**config.mk**
```make
export PLATFORM = sky130hd
export DESIGN_NAME = vermi_prefetch_flat
export DESIGN_NICKNAME = d
export VERILOG_FILES = /design/src/rtl/vermi_prefetch_pkg.sv /design/src/rtl/vermi_prefetch_if.sv /design/src/rtl/vermi_prefetch_fifo.sv /design/src/rtl/vermi_prefetch.sv /design/src/flat_wrapper.sv
export SDC_FILE = /design/constraint.sdc
export NUM_CORES = 1
export LEC_CHECK = 0
export ABC_AREA = 1
export CAP_MARGIN = 20
export CELL_PAD_IN_SITES_DETAIL_PLACEMENT = 1
export CELL_PAD_IN_SITES_GLOBAL_PLACEMENT = 1
export CORE_AREA = 10 10 183 168
export CTS_BUF_LIST = sky130_fd_sc_hd__clkbuf_16
export DETAILED_ROUTE_END_ITERATION = 10
export DIE_AREA = 0 0 193 178
export PLACE_DENSITY = 0.8
export SYNTH_ARGS = -nofsm -noshare
export SYNTH_HDL_FRONTEND = slang
export SYNTH_HIERARCHICAL = 1
export SYNTH_SLANG_ARGS = --single-unit
```
**constraint.sdc**
```tcl
create_clock -name clk -period 1.7 [get_ports clk]
set_input_delay 0.34 -clock clk [delete_from_list [all_inputs] [get_ports clk]]
set_output_delay 0.34 -clock clk [all_outputs]
set_load 0.005 [all_outputs]
```
**src/rtl/vermi_prefetch_pkg.sv**
```systemverilog
// Shared core types: the machine word, the canonical no-op instruction and
// the {pc, instruction} pair carried through the fetch queue.
package Vermitypes_pkg;

  typedef logic [31:0] word_t;

  // addi x0, x0, 0: harmless filler shown by an empty or freshly reset queue
  localparam word_t WORD_NOP  = 32'h0000_0013;
  localparam word_t WORD_STEP = 32'd4;

  typedef struct packed {
    word_t pc;
    word_t data;
  } fetch_entry_t;

  localparam fetch_entry_t ENTRY_RESET = '{pc: '0, data: WORD_NOP};

  // Instruction fetches are always word aligned, so redirect targets drop bits [1:0]
  function automatic word_t alignWord(input word_t addr);
    return addr & 32'hFFFF_FFFC;
  endfunction

endpackage

```
**src/rtl/vermi_prefetch_if.sv**
```systemverilog
// Bundle of the instruction-bus request side and the Decode-facing output side
// of the prefetch queue. The master modport is the prefetcher's own view.
interface vermi_prefetch_if;
  import Vermitypes_pkg::*;

  logic  mem_valid;
  logic  mem_ready;
  word_t mem_address;
  word_t mem_lookahead;
  word_t mem_rdata;

  logic  flush;
  word_t flush_pc;

  logic  out_valid;
  logic  out_ready;
  word_t out_pc;
  word_t out_data;

  modport master (
    output mem_valid, mem_address, mem_lookahead, out_valid, out_pc, out_data,
    input  mem_ready, mem_rdata, flush, flush_pc, out_ready
  );

  modport slave (
    input  mem_valid, mem_address, mem_lookahead, out_valid, out_pc, out_data,
    output mem_ready, mem_rdata, flush, flush_pc, out_ready
  );

endinterface

```
**src/rtl/vermi_prefetch_fifo.sv**
```systemverilog
// Generic registered FIFO with wrap-around pointers, so DEPTH does not need
// to be a power of two. Clear empties the queue without touching storage.
module vermi_fifo #(
  parameter int unsigned DEPTH = 2,
  parameter type T = logic [63:0],
  parameter T RESET_VAL = '0,
  localparam int unsigned PTR_W = (DEPTH > 1) ? $clog2(DEPTH) : 1,
  localparam int unsigned CNT_W = $clog2(DEPTH + 1)
) (
  input  logic             clk,
  input  logic             reset,
  input  logic             push_i,
  input  T                 data_i,
  input  logic             pop_i,
  input  logic             clear_i,
  output logic [CNT_W-1:0] count_o,
  output T                 head_o
);

  T                 mem_q [DEPTH];
  logic [PTR_W-1:0] rd_q, rd_d;
  logic [PTR_W-1:0] wr_q, wr_d;
  logic [CNT_W-1:0] count_q, count_d;
  logic             pushOk;
  logic             popOk;

  // Step a pointer forward, wrapping from the last slot back to slot 0
  function automatic logic [PTR_W-1:0] bump(input logic [PTR_W-1:0] ptr);
    if (ptr == PTR_W'(DEPTH - 1)) begin
      return '0;
    end
    return ptr + PTR_W'(1);
  endfunction

  // A push into a full queue is only honoured when a pop frees a slot in the same cycle
  assign popOk  = pop_i && (count_q != '0);
  assign pushOk = push_i && ((count_q != CNT_W'(DEPTH)) || popOk);

  // Next pointers and occupancy; clear wins over any push or pop
  always_comb begin
    rd_d    = rd_q;
    wr_d    = wr_q;
    count_d = count_q;
    if (clear_i) begin
      rd_d    = '0;
      wr_d    = '0;
      count_d = '0;
    end else begin
      if (pushOk) begin
        wr_d = bump(wr_q);
      end
      if (popOk) begin
        rd_d = bump(rd_q);
      end
      case ({pushOk, popOk})
        2'b10:   count_d = count_q + CNT_W'(1);
        2'b01:   count_d = count_q - CNT_W'(1);
        default: count_d = count_q;
      endcase
    end
  end

  // Pointer and occupancy registers
  always_ff @(posedge clk or negedge reset) begin
    if (!reset) begin
      rd_q    <= '0;
      wr_q    <= '0;
      count_q <= '0;
    end else begin
      rd_q    <= rd_d;
      wr_q    <= wr_d;
      count_q <= count_d;
    end
  end

  // Entry storage; reset to a known filler so the head is defined before any write
  always_ff @(posedge clk or negedge reset) begin
    if (!reset) begin
      for (int i = 0; i < DEPTH; i++) begin
        mem_q[i] <= RESET_VAL;
      end
    end else if (pushOk && !clear_i) begin
      mem_q[wr_q] <= data_i;
    end
  end

  assign count_o = count_q;
  assign head_o  = mem_q[rd_q];

endmodule

```
**src/rtl/vermi_prefetch.sv**
```systemverilog
// Instruction prefetch queue between the instruction bus and Decode. Keeps
// fetching while Decode stalls, redirects on flush, and can optionally hand a
// bus response straight to Decode when nothing is queued ahead of it.
module vermi_prefetch
  import Vermitypes_pkg::*;
#(
  parameter int unsigned DEPTH    = 2,
  parameter bit          BYPASS   = 1'b0,
  parameter word_t       RESET_PC = '0
) (
  input logic              clk,
  input logic              reset,
  vermi_prefetch_if.master bus
);

  localparam int unsigned CNT_W = $clog2(DEPTH + 1);

  word_t            pc_q, pc_d;
  logic [CNT_W-1:0] count;
  fetch_entry_t     head;
  fetch_entry_t     pushEntry;
  word_t            flushTarget;
  logic             queueEmpty;
  logic             queueFull;
  logic             reqValid;
  logic             bypassSel;
  logic             outValid;
  logic             pushFire;
  logic             popFire;
  logic             fifoPush;
  logic             fifoPop;

  assign flushTarget = alignWord(bus.flush_pc);
  assign queueEmpty  = (count == '0);
  assign queueFull   = (count == CNT_W'(DEPTH));

  // A request is only raised when there is a slot for its answer; the reset
  // term drops it the moment reset is applied rather than at the next edge
  assign reqValid  = reset && !queueFull;
  assign bypassSel = BYPASS && queueEmpty && reqValid;
  assign outValid  = !bus.flush && (!queueEmpty || (bypassSel && bus.mem_ready));

  // A completing handshake is discarded when a redirect arrives in the same cycle
  assign pushFire  = reqValid && bus.mem_ready && !bus.flush;
  assign popFire   = outValid && bus.out_ready;

  // A bypassed word consumed by Decode right away never needs a queue slot
  assign fifoPush  = pushFire && !(bypassSel && popFire);
  assign fifoPop   = popFire && !queueEmpty;
  assign pushEntry = '{pc: pc_q, data: bus.mem_rdata};

  // Bus request and Decode-facing outputs, with the bypass path when the queue is empty
  always_comb begin
    bus.mem_valid     = reqValid;
    bus.mem_address   = pc_q;
    bus.mem_lookahead = bus.flush ? flushTarget : (pc_q + WORD_STEP);
    bus.out_valid     = outValid;
    bus.out_pc        = head.pc;
    bus.out_data      = head.data;
    if (bypassSel) begin
      bus.out_pc   = pc_q;
      bus.out_data = bus.mem_rdata;
    end
  end

  // Next fetch address: a redirect overrides normal sequential advance
  always_comb begin
    pc_d = pc_q;
    if (bus.flush) begin
      pc_d = flushTarget;
    end else if (pushFire) begin
      pc_d = pc_q + WORD_STEP;
    end
  end

  // Fetch address register
  always_ff @(posedge clk or negedge reset) begin
    if (!reset) begin
      pc_q <= RESET_PC;
    end else begin
      pc_q <= pc_d;
    end
  end

  vermi_fifo #(
    .DEPTH     (DEPTH),
    .T         (fetch_entry_t),
    .RESET_VAL (ENTRY_RESET)
  ) u_fifo (
    .clk     (clk),
    .reset   (reset),
    .push_i  (fifoPush),
    .data_i  (pushEntry),
    .pop_i   (fifoPop),
    .clear_i (bus.flush),
    .count_o (count),
    .head_o  (head)
  );

endmodule

```
**src/flat_wrapper.sv**
```systemverilog
// flat-port wrapper written by rule: the top's interface ports become plain ports
module vermi_prefetch_flat import Vermitypes_pkg::*;
#(
  parameter int unsigned DEPTH    = 2,
  parameter bit          BYPASS   = 1'b0,
  parameter word_t       RESET_PC = '0
)
  (clk, reset, bus_mem_valid, bus_mem_address, bus_mem_lookahead, bus_out_valid, bus_out_pc, bus_out_data, bus_mem_ready, bus_mem_rdata, bus_flush, bus_flush_pc, bus_out_ready);
  vermi_prefetch_if bus_i ();
  input logic clk;
  input logic reset;
  output wire logic [$bits(bus_i.mem_valid)-1:0] bus_mem_valid;
  output wire logic [$bits(bus_i.mem_address)-1:0] bus_mem_address;
  output wire logic [$bits(bus_i.mem_lookahead)-1:0] bus_mem_lookahead;
  output wire logic [$bits(bus_i.out_valid)-1:0] bus_out_valid;
  output wire logic [$bits(bus_i.out_pc)-1:0] bus_out_pc;
  output wire logic [$bits(bus_i.out_data)-1:0] bus_out_data;
  input wire logic [$bits(bus_i.mem_ready)-1:0] bus_mem_ready;
  input wire logic [$bits(bus_i.mem_rdata)-1:0] bus_mem_rdata;
  input wire logic [$bits(bus_i.flush)-1:0] bus_flush;
  input wire logic [$bits(bus_i.flush_pc)-1:0] bus_flush_pc;
  input wire logic [$bits(bus_i.out_ready)-1:0] bus_out_ready;
  assign bus_mem_valid = bus_i.mem_valid;
  assign bus_mem_address = bus_i.mem_address;
  assign bus_mem_lookahead = bus_i.mem_lookahead;
  assign bus_out_valid = bus_i.out_valid;
  assign bus_out_pc = bus_i.out_pc;
  assign bus_out_data = bus_i.out_data;
  assign bus_i.mem_ready = bus_mem_ready;
  assign bus_i.mem_rdata = bus_mem_rdata;
  assign bus_i.flush = bus_flush;
  assign bus_i.flush_pc = bus_flush_pc;
  assign bus_i.out_ready = bus_out_ready;
  vermi_prefetch #(.DEPTH(DEPTH), .BYPASS(BYPASS), .RESET_PC(RESET_PC)) u_core (.clk(clk), .reset(reset), .bus(bus_i));
endmodule
```
# Word level (Yosys, flattened, before mapping)
# Index checks and enable logic that the tools add are counted.
dict set report op_classes {
  n_lt_le_gt_ge 3
  n_eq_ne 4
  bitwise_logic 2
  n_mux 25
  n_addsub 5
  n_reduce_logical 20
}
# operator count
set ops {}
lappend ops {{$mux 64} 4}
lappend ops {{$bwmux 128} 1}
lappend ops {{$mux 32} 3}
lappend ops {{$demux 64 s1} 1}
lappend ops {{$add 32x3->32 const B} 1}
lappend ops {{$mux 1} 14}
lappend ops {{$logic_and 1x1->1} 10}
lappend ops {{$reduce_bool 2->1} 4}
lappend ops {{$eq 2x2->1 const B} 2}
lappend ops {{$ge 2x2->1 const B} 2}
lappend ops {{$not 1->2} 2}
lappend ops {{$pmux 2 s2} 1}
lappend ops {{$logic_not 1->1} 3}
lappend ops {{$reduce_bool 3->1} 1}
lappend ops {{$add 1x1->1 const B} 2}
lappend ops {{$add 2x1->2 const B} 1}
lappend ops {{$eq 2x1->1 const B} 1}
lappend ops {{$logic_not 2->1} 1}
lappend ops {{$lt 2x1->1 const B} 1}
lappend ops {{$mux 2} 1}
lappend ops {{$ne 2x2->1 const B} 1}
lappend ops {{$sub 2x1->2 const B} 1}
lappend ops {{$logic_or 1x1->1} 1}
dict set report totals {
  elab_cells 67
  regBits 164
}

# Depth between registers and ports, before layout
dict set report logic_depth {
  ltp_word 13
  depth_mapped 12
  mapped_depth_nobuf 11
}

# Modules after synthesis
# The synthesis kept the hierarchy.
# mod area_each_um2 n_inst cells_each
set modules_own_cells {}
lappend modules_own_cells {vermi_fifo 6422.4 1 719}
lappend modules_own_cells {vermi_prefetch 2607.5 1 415}

# Worst setup path before layout
# OpenSTA, ideal clock, no wires.
dict set report synth_path {
  kind {input to register}
  startpoint {in bus_flush}
  endpoint {reg u_core/u_fifo/mem_q[10] (netlist name)}
  stages 12
  arrival_ns 1.859
  setup_ns 0.118
  slack_ns -0.278
  cell_sequence {buf_2 clkbuf_1 nor3b_1 inv_2 nand3_2 nand2_2 inv_4 nand3_4 buf_12 buf_6 nand2_2 o21ai_2}
}
dict set report synth_between {
  elab_chain_cells 8
  elab_cells_between_ends 9
}
# element line_no
set synth_rtl {}
lappend synth_rtl {{start: declaration} flat_wrapper.sv:20} ;# input wire logic [$bits(bus_i.flush)-1:0] bus_flush;
lappend synth_rtl {{$logic_not 1->1} vermi_prefetch.sv:41} ;# assign outValid = !bus.flush && (!queueEmpty || (bypassSel && bus.mem_ready));
lappend synth_rtl {{$logic_and 1x1->1} vermi_prefetch.sv:41}
lappend synth_rtl {{$logic_and 1x1->1} vermi_prefetch.sv:45} ;# assign popFire = outValid && bus.out_ready;
lappend synth_rtl {{$logic_and 1x1->1} vermi_prefetch.sv:49} ;# assign fifoPop = popFire && !queueEmpty;
lappend synth_rtl {{via u_core.fifoPop} vermi_prefetch.sv:31} ;# logic fifoPop;
lappend synth_rtl {{$logic_and 1x1->1} vermi_prefetch_fifo.sv:36} ;# assign popOk = pop_i && (count_q != '0);
lappend synth_rtl {{$logic_or 1x1->1} vermi_prefetch_fifo.sv:37} ;# assign pushOk = push_i && ((count_q != CNT_W'(DEPTH)) || popOk);
lappend synth_rtl {{$logic_and 1x1->1} vermi_prefetch_fifo.sv:37}
lappend synth_rtl {{$logic_and 1x1->1} vermi_prefetch_fifo.sv:82} ;# end else if (pushOk && !clear_i) begin
lappend synth_rtl {{end signal: indexed assignment} vermi_prefetch_fifo.sv:83} ;# mem_q[wr_q] <= data_i;
lappend synth_rtl {{end: declaration} vermi_prefetch_fifo.sv:20} ;# T mem_q [DEPTH];
# The timed path passes the listed nets, and every way through them passes these cells.
# A chain may end at the register's enable or synchronous reset.

# Final worst setup path
dict set report layout_path {
  startpoint {reg u_core.pc_q[25], in the netlist u_core/bus.mem_address[25]}
  endpoint {out bus_mem_lookahead[31]}
}
dict set report layout_between {
  elab_chain_cells 2
}
# element line_no
set layout_rtl {}
lappend layout_rtl {{start: declaration} vermi_prefetch.sv:18} ;# word_t pc_q, pc_d;
lappend layout_rtl {{start signal: assignment} vermi_prefetch.sv:81} ;# pc_q <= pc_d;
lappend layout_rtl {{$add 32x3->32} vermi_prefetch.sv:56} ;# bus.mem_lookahead = bus.flush ? flushTarget : (pc_q + WORD_STEP);
lappend layout_rtl {{$mux 32} vermi_prefetch.sv:56}
lappend layout_rtl {{end: declaration} flat_wrapper.sv:14} ;# output wire logic [$bits(bus_i.mem_lookahead)-1:0] bus_mem_lookahead;
# Every way passes these cells.

==> run_results.csv <==
group,metric,value,unit
clock_network,numCtsBuffers,17,
worst_setup_path,cp-start-kind,"flip-flop",
die,core-area,26700,um2
yosys,synthesis.nets,1204,
yosys,netlist_area,9030,um2
finish,drive_above_1_share,68.5,%
grt,grt_pass1_wl,74.9,mm
grt,grt_pass1_vias,12200,
sta,setup_viol,276,
finish,mostFrequentLayoutCells,"buf_6, nand2_4, nand2_1",
clock_network,ctsRootBufferMaster,"clkbuf_16",
hold_path,hp-class,"input port to flip-flop",
worst_setup_path,cpPeakStageDelay,0.45,ns
finish,fillers,2734,
job,cap_violations,0,
drt,drt_iter0_markers,1062,
worst_setup_path,path_cells,"nand2_1 -> nor2_1 -> nand2_1 -> nor2_1 -> nand2_1 -> nand2_1 -> nand3_2 -> and2_4 -> buf_6",
die,dieArea,34400,um2
grt,grt_max_degree,136,
sta,finalCritPeriodShare,164,%
run_status,status,"complete, but fails checks",
sta,rsz0062_at_grt,"true",
drt,routedWlPerCell,32.3,um
clock_network,cts_buffer_depth,2,
finish,finish.utilization,69.0,%
drt,drtAntennaViolNets,0,
power_and_ir_drop,p_leak,0.00920,uW
die,num_rows,57,
die,start_util,33.8,%
worst_setup_path,critPathArrivalTime,2.46,ns
yosys,syn_inst,1134,
worst_setup_path,path_delay_family,"simple AND/OR/NAND/NOR gates",
yosys,ys_top_cells_by_area,"dfrtp_1, nand2_1, o21ai_2, inv_1, nand3_1",
clock_network,clk_latency,0.48,ns
clock_network,cts_max_level,4,
worst_setup_path,timing_worst_setup_path_type,"flip-flop to output port",
power_and_ir_drop,power_density,1060,nW/um2
drt,viasPerCell,5.77,
worst_setup_path,crit_required,1.36,ns
yosys,ys_types,38,
die,io_pins,199,
yosys,yosysTopAreaCell,"dfrtp_1",
yosys,synth_warnings,6,
sta,fin_worst_skew,0.0205,ns
yosys,ys_seq_area_share,45.5,%
placement,place.port_buffers,196,
finish,diodes,0,
power_and_ir_drop,ir_drop,1.03,mV
sta,setup_slack,-1.10,ns
yosys,synth.avg_cell_area,7.96,um2
drt,totalWireLength,65.9,mm
sta,fin_crit,2.80,ns
finish,area_growth,104,%
clock_network,clkSlewWorstSetupHoldPaths,0.09,ns
yosys,ys_seq_elements,164,
placement,hpwl,22.9,mm
drt,drtPass1Iterations,5,
sta,tightest_slew,0.978,ns
die,die_x,193,um
drt,vias,11800,
grt,grt.total_usage,28.6,%
grt,grt_remaining_overflow,0,
drt,drc_errors,0,
finish,nets,1744,
sta,hold_slack,0.471,ns
clock_network,cts_sinks,164,
die,die_h,178,um
grt,antenna_found_initial,0,
worst_setup_path,path_common_cell,"nand2_1",
sta,fmaxAchievable,358,MHz
finish,final_common_cell,"buf_6",
worst_setup_path,path_buf_inv,1,
run_status,violations,"negative setup slack",
sta,final_max_slew_viol_count,0,
placement,gp_congestion,0.833,
worst_setup_path,crit_path_end_kind,"output port",
sta,max_slew_margin,34.7,%
worst_setup_path,crit_slowest_cell,"dfrtp_1",
yosys,yosys.area.top_type_share,43.8,%
sta,hold_violations,0,
worst_setup_path,cp_max_fo,3,
clock_network,cts_tree,"yes",
-- registers in the layout (all words and copies together), names as in the netlist --
register and cells:
u_core/u_fifo/mem_q 128, u_core/bus.mem_address 32, u_core/u_fifo/count_o 2, u_core/u_fifo/rd_q 1
u_core/u_fifo/wr_q 1
-- area by class of cell --
cell class / count / area (um2) / area share (%)
Clock buffer: 17 / 425 / 2.30
Sequential cell: 164 / 4140 / 22.4
Inverter: 104 / 424 / 2.30
Clock inverter: 15 / 183 / 0.989
Timing Repair Buffer: 573 / 6380 / 34.6
Multi-Input combinational cell: 814 / 6470 / 35.0
Tap cell: 354 / 443 / 2.40
-- what timing repair did --
item | in CTS | in global routing
cloned | 36 | 12
pin swaps | 98 | 109
setup buffers | 171 | 86
gates resized for setup | 929 | 582
setup endpoints to repair | 259 | 398
hold buffers | 1 | 0
hold endpoints to repair | 29 | 0
-- kinds of logic (layout without fill, tap and decap cells) --
| group | after synthesis | in the layout | share of synthesized area, % |
|---|---|---|---|
| AO/OA/AOI/OAI | 163 | 163 | 14.1 |
| flip-flops | 164 | 164 | 45.5 |
| buffers and inverters | 159 | 709 | 9.77 |
| XOR/XNOR | 1 | 1 | 0.0970 |
| adder cells (fa/ha/maj) | 1 | 1 | 0.139 |
| AND/OR/NAND/NOR | 646 | 649 | 30.4 |
-- Yosys cell counts (all sizes together) --
cell type and n:
dfrtp 158, nand4 1, clkbuf 18, clkinv 1
o211ai 4, a21oi 4, nor2 59, nand3 56
o21bai 4, dfstp 6, ha 1, and2 12
inv 103, a21boi 1, buf 37, nand2 506
or2 11, xor2 1, o21ai 144, nor3b 1
a31oi 3, o21a 3
-- per-stage QoR --
step | setup TNS [ns] | cells | area [um2] | worst slack [ns] | power (uW)
after floorplan | -0.0236 | 1134 | 9070 | -0.0126 | 7680
after detailed placement | -105.69 | 1770 | 12200 | -0.686 | 10900
final | -99.58 | 2041 | 18500 | -1.10 | 19600
after global routing | -110.92 | 2041 | 18500 | -1.22 | 20100
after CTS | -58.76 | 2003 | 16100 | -0.742 | 16300
after global placement | -96.62 | 1770 | 12200 | -0.679 | 10700
-- final timing paths --
kind                                            start  slack (ns)                         end  cells after the start
max in group asynchronous                       reset        0.26    u_core/u_fifo/count_o[1]                      4
max                        u_core/bus.mem_address[25]       -1.10       bus_mem_lookahead[31]                      9
min in group asynchronous                       reset        0.49   u_core/bus.mem_address[7]                      3
min reg2reg                   u_core/u_fifo/mem_q[64]        0.49     u_core/u_fifo/mem_q[64]                      2
min                                 bus_mem_rdata[22]        0.47     u_core/u_fifo/mem_q[22]                      3
max reg2reg                 u_core/bus.mem_address[6]       -0.71  u_core/bus.mem_address[20]                     16
-- per-layer routing --
layer	GRT usage, %	vias up	routed length [um]
li1	-	4639	-
met1	32.2	6032	24300
met2	50.6	797	32100
met3	6.93	313	4880
met4	12.0	0	4510
met5	0	-	0
-- worst min-delay path, cell delays in order --
cell             delay (ns)
clkdlybuf4s50_1        0.41
inv_1                  0.11
o21ai_2                0.07
-- power breakdown --
group | internal (uW) | leakage (uW) | total [uW] | switching, uW
Sequential | 4850 | 0.00209 | 6260 | 1410
Combinational | 4410 | 0.00681 | 9010 | 4600
Clock | 2020 | 0.000294 | 4320 | 2310
Total | 11300 | 0.00920 | 19600 | 8310
(Power assumes the default switching activity.)
==> variant 1, RTL diff (config.mk and constraints unchanged) <==
`DEPTH` is set to 2 in 3 places; all go to 1.
--- a/src/rtl/vermi_prefetch_fifo.sv
+++ b/src/rtl/vermi_prefetch_fifo.sv
@@ -1,7 +1,7 @@
 // Generic registered FIFO with wrap-around pointers, so DEPTH does not need
 // to be a power of two. Clear empties the queue without touching storage.
 module vermi_fifo #(
-  parameter int unsigned DEPTH = 2,
+  parameter int unsigned DEPTH = 1,
   parameter type T = logic [63:0],
   parameter T RESET_VAL = '0,
   localparam int unsigned PTR_W = (DEPTH > 1) ? $clog2(DEPTH) : 1,
--- a/src/rtl/vermi_prefetch.sv
+++ b/src/rtl/vermi_prefetch.sv
@@ -4,7 +4,7 @@
 module vermi_prefetch
   import Vermitypes_pkg::*;
 #(
-  parameter int unsigned DEPTH    = 2,
+  parameter int unsigned DEPTH    = 1,
   parameter bit          BYPASS   = 1'b0,
   parameter word_t       RESET_PC = '0
 ) (
--- a/src/flat_wrapper.sv
+++ b/src/flat_wrapper.sv
@@ -1,7 +1,7 @@
 // flat-port wrapper written by rule: the top's interface ports become plain ports
 module vermi_prefetch_flat import Vermitypes_pkg::*;
 #(
-  parameter int unsigned DEPTH    = 2,
+  parameter int unsigned DEPTH    = 1,
   parameter bit          BYPASS   = 1'b0,
   parameter word_t       RESET_PC = '0
 )
Formal check against the unedited RTL: not equivalent (a bounded check fails within 4 cycles, from zero or initial values and one cycle with reset low).
==> variant 1 against the unedited design <==
  * The flow still finishes with violations (negative setup slack)
  * Worst setup slack gained 450 ps
  * Worst hold slack lost 400 ps
  * Sequential share of layout area grew 2.4 points
  * Power shrank 57%
  * Critical path type unchanged
  * Synthesized area shrank 42%
  * Critical path depth is the same
  * Count of clock-buffer cells in the layout shrank 8
  * Cell area shrank 47%
  * Sequential cell count shrank 67
  * Wire length shrank 60%
==> variant 1: results (changes against the unedited design) <==
| Metric | Value |
|---|---|
| Routed via count | `6066 (was 11780)` |
| Crit path max-delay cell type | `dfrtp_2 (was dfrtp_1)` |
| Largest net degree at the start of global routing | `98 (was 136)` |
| DP HPWL | `18440 um (was 22890 um)` |
| CTS buffer count | `9 (was 17)` |
| Clk_lat worst skew | `360 ps (was 480 ps)` |
| Placer congestion estimate | `0.8161 (was 0.8331)` |
| # fillers | `3135 (was 2734)` |
| Worst Clk Skew | `10.33 ps (was 20.53 ps)` |
| Setup Viol. Count Final | `35 (was 276)` |
| Slew margin rel. | `62.12% (was 34.72%)` |
| Post-synthesis sequential area ratio | `46.39% (was 45.53%)` |
| WL met2 | `12650 um (was 32150 um)` |
| Violated checks | `negative setup slack (unchanged)` |
| Final worst slack | `-644.0 ps (was -1095 ps)` |
| First DRT Iteration DRCs | `191 (was 1062)` |
| Worst Path Max Fanout | `4 (was 3)` |
| Final WL | `26360 um (was 65850 um)` |
| Synth Net Count | `772 (was 1204)` |
| H-tree depth | `3 (was 4)` |
| Worst path arrival time | `2000 ps (was 2460 ps)` |
| TNS Setup | `-14380 ps (was -99580 ps)` |
| Max FFs per register | `64 (was 128)` |
| WL met1 | `11300 um (was 24320 um)` |
| Total track usage | `14.68% (was 28.61%)` |
| Global-route wire length before repair | `38810 um (was 74900 um)` |
| Number of global-route vias before repair | `6515 (was 12230)` |
| Reg-to-reg slack, setup | `-150 ps (was -710 ps)` |
| Slowest Stage Delay on Critical Path | `420 ps (was 450 ps)` |
| Leak Pwr | `4.603 nW (was 9.200 nW)` |
| Layout cells sized above 1 | `39.23% (was 68.46%)` |
| Status | `complete, but fails checks (unchanged)` |
| Post-DP Area | `0.008254 mm2 (was 0.01221 mm2)` |
| Critical R2R Launch | `u_core/bus.mem_address[3] (was u_core/bus.mem_address[6])` |
| Reg2reg end | `u_core/bus.mem_address[8] (was u_core/bus.mem_address[20])` |
| Synth top cells by count | `296 x nand2_1, 100 x nand3_1, 94 x dfrtp_1 (was 485 x nand2_1, 158 x dfrtp_1, 112 x o21ai_2)` |
| Clock transition at path regs | `70 ps (was 90 ps)` |
| VDD IR max | `0.0004749 V (was 0.001026 V)` |
| Hold WS | `66.51 ps (was 470.7 ps)` |
| Synth cell types | `32 (was 38)` |
| Cell depth of the worst flop-to-flop path | `11 (was 16)` |
| Wire length on met3 | `1889 um (was 4877 um)` |
| Area contributors post-synth | `dfrtp_1 45%, nand2_1 21%, nand3_1 9.6% (was dfrtp_1 44%, nand2_1 20%, o21ai_2 11%)` |
==> variant 1: layout make-up <==
cell class / instances / area share [%]
Antenna cell: 1 / 0.02544
Clock buffer: 9 / 2.289
Clock inverter: 7 / 0.5469
Inverter: 37 / 1.615
Multi-Input combinational cell: 534 / 31.90
Sequential cell: 97 / 24.84
Tap cell: 354 / 4.503
Timing Repair Buffer: 351 / 34.28
==> variant 1: worst max-delay path by stage <==
stage / slack, ps / start / endpoint / cells past startpoint
after global routing: -720 / u_core/bus.mem_address[19] / bus_mem_lookahead[28] / 9
after CTS: -650 / u_core/bus.mem_address[2] / bus_mem_lookahead[28] / 11
after global placement: -690 / bus_flush / bus_mem_lookahead[9] / 7
final: -640 / u_core/bus.mem_address[13] / bus_mem_lookahead[28] / 9
after floorplan: -7 / u_core/bus.mem_address[3] / bus_mem_lookahead[30] / 9
after detailed placement: -730 / bus_flush / bus_mem_lookahead[9] / 7
==> variant 1: repair_timing <==
item                                   CTS  global route
pin swaps                               52            52
resized for setup                      334           131
setup endpoints to repair              133            56
endpoints found under the hold margin    0             0
gates cloned                             1             0
buffers inserted                        59            16
==> variant 1: cells by family after synthesis <==
kind of cell | after synthesis | synth area share, %
simple gates | 499 | 42.12
flops | 97 | 46.39
buf+inv | 71 | 7.211
compound gates | 33 | 3.868
xor+xnor | 1 | 0.1672
fa+ha+maj | 1 | 0.2387
==> variant 1: metal layers <==
layer  GRT usage [%]  vias to the layer above
li1                -                     2875
met1           17.84                     2957
met2           24.63                      200
met3           4.080                       34
met4           4.612                        0
met5               0                        -
==> variant 1: worst reg2reg max path: stages (launching register included) <==
cell and delay, ps:
dfrtp_1 420, ha_4 190, nand3_4 90, nor2_4 190
buf_6 160, buf_6 100, xor2_2 170, o21ai_2 80
buf_4 140, buf_6 110, nand2_4 50, o21ai_2 40
==> variant 1: metrics by stage <==
step                cells  total power [mW]  worst slack [ps]  util, %
finish               1390             8.397            -644.0    36.78
floorplan             702             3.924            -6.876        -
global route         1389             8.882            -718.8    36.77
global placement     1314             5.925            -689.0    30.86
CTS                  1387             8.324            -654.1    35.03
detailed placement   1314             5.993            -731.1    30.86
==> variant 1: where the power goes <==
part	switching [mW]	internal, mW	total, mW	leakage, nW
logic	1.48	1.79	3.27	3.27
clock network	1.02	1.01	2.02	0.130
registers	0.333	2.77	3.10	1.20
total	2.83	5.57	8.40	4.60
==> variant 2, RTL diff (same flow settings) <==
Made on the original files. Reset style: synchronous (`reset`), changed in 3 clocked blocks.
--- a/src/rtl/vermi_prefetch_fifo.sv
+++ b/src/rtl/vermi_prefetch_fifo.sv
@@ -61,7 +61,7 @@
   end
 
   // Pointer and occupancy registers
-  always_ff @(posedge clk or negedge reset) begin
+  always_ff @(posedge clk) begin
     if (!reset) begin
       rd_q    <= '0;
       wr_q    <= '0;
@@ -74,7 +74,7 @@
   end
 
   // Entry storage; reset to a known filler so the head is defined before any write
-  always_ff @(posedge clk or negedge reset) begin
+  always_ff @(posedge clk) begin
     if (!reset) begin
       for (int i = 0; i < DEPTH; i++) begin
         mem_q[i] <= RESET_VAL;
--- a/src/rtl/vermi_prefetch.sv
+++ b/src/rtl/vermi_prefetch.sv
@@ -74,7 +74,7 @@
   end
 
   // Fetch address register
-  always_ff @(posedge clk or negedge reset) begin
+  always_ff @(posedge clk) begin
     if (!reset) begin
       pc_q <= RESET_PC;
     end else begin
Formal check against the unedited RTL: differs if reset is asserted again (counterexample within 4 cycles, from zero or initial values and one cycle with reset low); with reset held inactive, the same outputs for 4 cycles.
==> variant 2 against the unedited design <==
  * The run still ends with negative setup slack left
  * Wire length is 46% lower
  * Synthesized area shrank 5.8%
  * Worst setup slack improved by 440 ps
  * Cell count fell by 17%
  * Cell area fell by 18%
  * Critical path depth is 1 higher
  * Sequential cell count fell by 1
  * Global-route usage is 10 points lower
  * Highest routed layer unchanged
Power is not compared: it rests on default switching activity, and its combinational part moved more than twofold at a synthesized area within 25%.
==> variant 2: results (changes against the unedited design) <==
| Metric | Value |
|---|---|
| Area contributors post-synth | `edfxtp_1 45%, mux2_2 8.5%, dfxtp_1 8.2% (was dfrtp_1 44%, nand2_1 20%, o21ai_2 11%)` |
| Routed via count | `7916 (was 11780)` |
| Global-route wire length before repair | `48870 um (was 74900 um)` |
| Cells after DPL | `1536 (was 1770)` |
| Initial antenna violation count | `0 (unchanged)` |
| Top_reg_cell synth | `edfxtp_1 (was dfrtp_1)` |
| Clock transition at path regs | `70 ps (was 90 ps)` |
| Total track usage | `18.58% (was 28.61%)` |
| Hold path cells | `2 (was 3)` |
| Largest net degree at the start of global routing | `41 (was 136)` |
| # fillers | `2847 (was 2734)` |
| Placement Setup Slack | `-749.0 ps (was -686.0 ps)` |
| Final WL | `35240 um (was 65850 um)` |
| Slowest Stage Delay on Critical Path | `360 ps (was 450 ps)` |
| Worst Path Max Fanout | `5 (was 3)` |
| Final worst slack | `-656.1 ps (was -1095 ps)` |
| H-tree depth | `4 (unchanged)` |
| Drt pass-1 iters | `4 (was 5)` |
| DP HPWL | `20480 um (was 22890 um)` |
| Top reg by flops | `u_core/u_fifo/mem_q (unchanged)` |
| Worst Clk Skew | `15.90 ps (was 20.53 ps)` |
| Sequential power share | `between 40 and 50%` |
| IO buf count | `192 (was 196)` |
| Status | `complete, but fails checks (unchanged)` |
| Antenna cells | `0 (unchanged)` |
| Final #Nets | `1393 (was 1744)` |
| Postcts setup bufs | `80 (was 171)` |
| Leak Pwr | `approximately 6.7 nW` |
| Root Driver | `clkbuf_16 (unchanged)` |
| Hold Crit Class | `flop to flop (was input port to flop)` |
| EDFF count, synth | `128 (was 0)` |
| Post-Synthesis Cells | `895 (was 1134)` |
| Clk_lat worst skew | `430 ps (was 480 ps)` |
| Number of global-route vias before repair | `8430 (was 12230)` |
| Violated checks | `negative setup slack (unchanged)` |
| Synth top cells by count | `152 x inv_1, 143 x nand2_1, 128 x edfxtp_1 (was 485 x nand2_1, 158 x dfrtp_1, 112 x o21ai_2)` |
| Post-CTS sizing | `662 (was 929)` |
| CP delay by family, top | `buffers and inverters (was simple AND/OR/NAND/NOR gates)` |
| Longest Clk Path Bufs | `2 (unchanged)` |
| Crit path max-delay cell type | `dfxtp_4 (was dfrtp_1)` |
| Placer congestion estimate | `0.8105 (was 0.8331)` |
| Async set-reset flop share out of synthesis | `0% (was 100.0%)` |
| WL/cell | `20.88 um (was 32.26 um)` |
| Layout cells sized above 1 | `51.35% (was 68.46%)` |
| First DRT Iteration DRCs | `444 (was 1062)` |
| Post-synthesis sequential area ratio | `53.40% (was 45.53%)` |
| Setup Viol. Count Final | `353 (was 276)` |
| Synth cell types | `35 (was 38)` |
| Worst path arrival time | `2020 ps (was 2460 ps)` |
[variant 2: changes by cell type after synthesis, moves of 11 or more]
cell	change
dfrtp_1	-158
and2_1	-11
dfxtp_1	+35
nor2_2	+40
nor2_1	+79
edfxtp_1	+128
mux2_2	+64
clkbuf_1	-11
o21ai_0	+18
nand2_1	-342
inv_1	+55
o21ai_2	-112
[variant 2: metal layers]
layer	GRT usage, %	wire (um)	share of wire [%]
met3	3.807	1768	5.0
met1	22.45	14450	41
met4	4.709	488	1.4
met5	0	0	0
met2	32.92	18530	53
[variant 2: cell type report]
class,count,area [um2],share of cell area (%)
repair buffers,441,4750,31.22
clock inverters,14,107.6,0.7073
inverters,157,594.3,3.907
well taps,354,442.9,2.911
multi-input cells,542,4282,28.14
flip-flops and latches,163,4612,30.32
clock buffers,17,425.4,2.796
[variant 2: per-stage QoR]
stage	area (um2)	TNS, ps	power, mW
after floorplan	8623	-16330	5.206
after detailed placement	11880	-175350	6.272
after CTS	14060	-54110	9.951
final	15210	-55820	10.11
after global placement	11880	-160760	6.228
after global routing	15210	-78160	10.53
[variant 2: final timing paths]
check	slack (ps)	end	start
setup / recovery	-660	bus_mem_lookahead[10]	u_core/bus.mem_address[2]
hold / removal	510	u_core/u_fifo/rd_q	u_core/u_fifo/rd_q
setup reg to reg	-580	u_core/bus.mem_address[16]	u_core/bus.mem_address[2]
hold reg to reg	510	u_core/u_fifo/rd_q	u_core/u_fifo/rd_q
[variant 2: cells by family (layout without fill, tap and decap cells)]
group                      Yosys count  in the layout  share of synthesized area (%)
adders and majority gates            2              2                         0.2940
other                                1              6                        0.04406
muxes                               64             64                          8.468
DFF                                163            163                          53.40
buffers and inverters              195            629                          10.23
and+or+nand+nor                    396            396                          22.21
AOI/OAI and AO/OA                   68             68                          4.734
xor gates and xnor gates             6              6                         0.6176
